[src/rtl/or_8.sv]
`default_nettype none
// ============================================================================
// Module   : or_8
// Purpose  : Registered 8-bit bitwise OR unit for the ALU datapath.
//            z <= a | b on each valid operation, or a | b | z when the
//            accumulate qualifier is set. Status flags are derived from
//            the registered result.
// Macro    : OR8_FLAGS_EN - when defined, zero/ones/parity are driven from
//            z; when undefined the flag logic is not built and the three
//            flag ports are tied to 0 (port list unchanged).
// Ports    : clk       - clock, rising edge
//            rst_n     - asynchronous active-low reset
//            a, b      - operands
//            in_valid  - operands valid, capture result this cycle
//            acc       - OR new result into the held value (with in_valid)
//            z         - registered result
//            out_valid - one-cycle pulse per captured operation
//            zero      - z == 0
//            ones      - z == all ones
//            parity    - XOR reduction of z
// Revision : 1.0 - initial release
// ============================================================================
module or_8 #(
    parameter int WIDTH = 8
) (
    input  logic             clk,
    input  logic             rst_n,
    input  logic [WIDTH-1:0] a,
    input  logic [WIDTH-1:0] b,
    input  logic             in_valid,
    input  logic             acc,
    output logic [WIDTH-1:0] z,
    output logic             out_valid,
    output logic             zero,
    output logic             ones,
    output logic             parity
);

    logic [WIDTH-1:0] r_z;
    logic             r_out_valid;
    logic [WIDTH-1:0] w_or;
    logic [WIDTH-1:0] w_next;

    // Accumulate folds the held value back in; gating with acc keeps the
    // plain path free of any dependency on the previous result.
    assign w_or   = a | b;
    assign w_next = acc ? (w_or | r_z) : w_or;

    // Capture is gated by in_valid inside the register enable, so unknown
    // operands on idle cycles never reach r_z.
    always_ff @(posedge clk or negedge rst_n) begin
        if (!rst_n) begin
            r_z         <= '0;
            r_out_valid <= 1'b0;
        end else begin
            r_out_valid <= in_valid;
            if (in_valid) begin
                r_z <= w_next;
            end
        end
    end

    assign z         = r_z;
    assign out_valid = r_out_valid;

`ifdef OR8_FLAGS_EN
    assign zero   = (r_z == '0);
    assign ones   = &r_z;
    assign parity = ^r_z;
`else
    assign zero   = 1'b0;
    assign ones   = 1'b0;
    assign parity = 1'b0;
`endif

endmodule
`default_nettype wire

[config.mk]
export PLATFORM = sky130hd
export DESIGN_NAME = or_8
export DESIGN_NICKNAME = d
export VERILOG_FILES = /design/src/rtl/or_8.sv
export SDC_FILE = /design/constraint.sdc
export NUM_CORES = 1
export LEC_CHECK = 0
export CAP_MARGIN = 10
export CORE_MARGIN = 1
export CORE_UTILIZATION = 27
export DETAILED_ROUTE_END_ITERATION = 8
export PLACE_DENSITY = 0.71
export RECOVER_POWER = 25
export REMOVE_ABC_BUFFERS = 1
export SETUP_SLACK_MARGIN = 0.2
export SLEW_MARGIN = 40
export SYNTH_ARGS = -nofsm -noshare
export SYNTH_HDL_FRONTEND = slang
export SYNTH_SLANG_ARGS = --single-unit
[constraint.sdc]
create_clock -name clk -period 0.8 [get_ports clk]
set_input_delay 0.08 -clock clk [delete_from_list [all_inputs] [get_ports clk]]
set_output_delay 0.08 -clock clk [all_outputs]
set_load 0.005 [all_outputs]
Word level (Yosys, flattened, before mapping)
Index checks and enable logic that the tools add are counted.
W data, S select, Z words.

word-level totals
  bits of input ports = 20
  output and inout port bits = 12
  register bits after elaboration = 9
  logic and storage cells = 5

cells by class
  bitwise logic cells = 2
  muxes and demuxes = 1

operator list
  kind          number
  $or A8 B8 Y8  2
  $mux W8       1

Longest topological paths before layout
  word-level depth = 3
  mapped depth = 2
  mapped depth without buffers = 2

Worst setup path before layout
Ideal clock, no wire load.

  path kind = register to register
  start = reg r_z[0], in the netlist z[0]
  end = reg r_z[0], in the netlist z[0]
  data required time = 0.675 ns
  stages on the path, launching flop included = 3
  data arrival time = 0.481 ns
  buffers on the path = 0
  path slack = 0.194 ns
  setup time = 0.125 ns
  period minus slack after synthesis = 0.606 ns
  cell sequence = dfrtp_1 inv_1 o21ai_2

between the ends
  cells in the longest elaborated chain, start to end = 2

RTL lines
  what                      RTL line  text
  start: declaration        39        logic [WIDTH-1:0] r_z;
  start signal: assignment  58        r_z <= w_next;
  $or A8 B8 Y8              47        assign w_next = acc ? (w_or | r_z) : w_or;
  $mux W8                   47

Every way passes these cells.
A chain may end at the register's enable or synchronous reset.

Final worst setup path
  start = reg r_z[3], in the netlist z[3]
  end = out z[3]

RTL lines
  what              RTL line  text
  end: declaration  32        output logic [WIDTH-1:0] z,

No word-level cell between the ends.

==> flow_summary.json <==
{
  "cp-start-kind": "flip-flop",
  "critPathMaxFanout": 2,
  "grt_use_total_pct": 14.6,
  "cts_sinks": 9,
  "final_area_um2": 716,
  "r2r_slack_ns": 0.01,
  "drive_gt1_share_pct": 40.5,
  "violations": "negative setup slack",
  "rr_worst_depth": 4,
  "fin_hold_ws_ns": 0.188,
  "yosysTopAreaCellShare_pct": 56.1,
  "slowest_delay_ns": 0.39,
  "cts_htree_levels": 1,
  "die_h_um": 40.6,
  "dpl_cell_area_um2": 693,
  "cts_tree": "yes",
  "ys_seq_elements": 9,
  "io_pins": 32,
  "rr_endpoint": "z[1]",
  "hpwl_um": 661,
  "dp.cells": 81,
  "critPathSlowestCell": "dfrtp_1",
  "syn_area_um2": 402,
  "postRouteAntennaNets": 0,
  "numCtsBuffers": 3,
  "endpoint_kind": "primary output",
  "final_cells": 89,
  "synth_cell_types": 7,
  "port-buffer-count": 28,
  "synth_seq_area_share_pct": 56.1,
  "drt_iter0_drc": 1,
  "power_mw": 1.16,
  "first_pass_iters": 3,
  "hold_violations": 0,
  "syn_avg_cell_area_um2": 10.6,
  "core_um2": 1350,
  "p_per_area_nw_per_um2": 1620,
  "clockBufferDepth": 2,
  "grt_remaining_overflow": 0,
  "clk_pin_slew_ns": 0.06,
  "setup_viol": 9,
  "wire_per_inst_um": 10.6,
  "antenna_found_initial": 0,
  "worstPathRequired_ns": 0.72,
  "nets": 95,
  "layout_min_cycle_time_ns": 0.860,
  "totalWireLength_um": 945,
  "criticalPathCategory": "flip-flop to primary output",
  "grt_setup_unrepaired": "yes",
  "max_clock_freq_ghz": 1.16,
  "dieArea_um2": 1650,
  "cpLargestDelayFamily": "flip-flops",
  "fin_crit_sh_pct": 108,
  "start_util_pct": 29.7,
  "hp-class": "input port to asynchronous set/reset pin",
  "synth_cells": 38,
  "vias": 380,
  "cp_num_buf_inv": 1,
  "via_per_inst": 4.27,
  "drc": 0,
  "yosys.area.top_type": "dfrtp_1",
  "drv_slew": 0,
  "grt_pass1_vias": 333,
  "crit_chain": "buf_2",
  "n_antenna_cell": 0,
  "peakVddDrop_v": 0.000687,
  "r2r-start": "z[1]",
  "cp.arrival_ns": 0.78,
  "std_cell_rows": 13,
  "synthTopCellsByArea": "dfrtp_1 56%, o21ai_2 17%, o21ai_0 10%",
  "cts-root-buf": "clkbuf_4",
  "yosys_warnings": 0,
  "gp_congestion": 0.597,
  "layout_setup_ws_ns": -0.0604,
  "drv_cap": 0,
  "area_growth_pct": 78.2,
  "grt_max_degree": 10,
  "grt_pass1_wl_um": 1430,
  "skew_ns": 0,
  "die_w_um": 40.6,
  "status": "finished, violations left",
  "power.leakage_nw": 0.332,
  "clkLatencyLatePin_ns": 0.26
}
[power breakdown]
group | switching (mW) | internal [mW]
registers | 0.0230 | 0.497
clock network | 0.162 | 0.192
logic | 0.108 | 0.178
[synth_stat cells (all sizes together)]
cell   instances
buf            3
inv            8
dfrtp          9
and2b          1
o21ai         16
conb           1
[per-stage QoR]
stage                     utilization (%)  worst slack [ns]  TNS, ns
after floorplan                         -             0.194        0
final                                53.0           -0.0604   -0.411
after CTS                            51.4           -0.0763   -0.509
after detailed placement             51.3            -0.253    -2.88
after global placement               51.3            -0.242    -2.87
after global routing                 53.0           -0.0941   -0.760
[repair_timing]
action / CTS / global route
gates resized for setup: 44 / 7
hold buffers: 0 / 0
buffers inserted: 2 / 2
pin swaps: 7 / 1
hold endpoints to repair: 0 / 0
endpoints found under the setup margin: 17 / 17
[layout by cell type (no fill, tap or decap)]
cell	count
and2b_4	1
buf_2	9
buf_6	4
clkbuf_1	2
clkbuf_4	3
clkdlybuf4s50_1	16
conb_1	3
dfrtp_1	9
dlygate4sd2_1	2
dlygate4sd3_1	1
inv_1	3
inv_2	4
inv_4	1
o21ai_0	5
o21ai_1	3
o21ai_2	8
[cells by family after synthesis]
family,Yosys count,synth area share (%)
AO/OA/AOI/OAI,16,27.4
flip-flops,9,56.1
buffers and inverters,11,13.1
AND/OR/NAND/NOR,1,2.49
other,1,0.934
[how the worst max path moves through the flow]
stage	startpoint	end	slack, ns	cells past startpoint
6_report	z[3]	z[3]	-0.06	1
5_1_grt	z[3]	z[3]	-0.09	1
4_1_cts	z[3]	z[3]	-0.08	1
3_5_place_dp	in_valid	z[3]	-0.25	3
3_3_place_gp	in_valid	z[0]	-0.24	3
2_1_floorplan	z[0]	z[0]	0.19	2
[state kept, by name, summed over array words and instances, names as in the netlist]
name / cells
out_valid: 1
z: 8
[layout make-up]
cell class	count	area, um2
flip-flops and latches	9	225
clock buffers	4	26.3
multi-input cells	20	131
repair buffers	33	282
well taps	15	18.8
fillers	141	634
inverters	8	32.5
[routing by layer]
metal  routed length [um]  track usage, %  vias to the layer above  share of wire, %
met4                    8            10.0                        0              0.85
met3                   98            6.67                        2                10
li1                     -               -                      192                 -
met5                    0               0                        -                 0
met1                  406            16.6                      162                43
met2                  432            21.4                       24                46
Note: power is estimated with default switching activity, not from simulation.
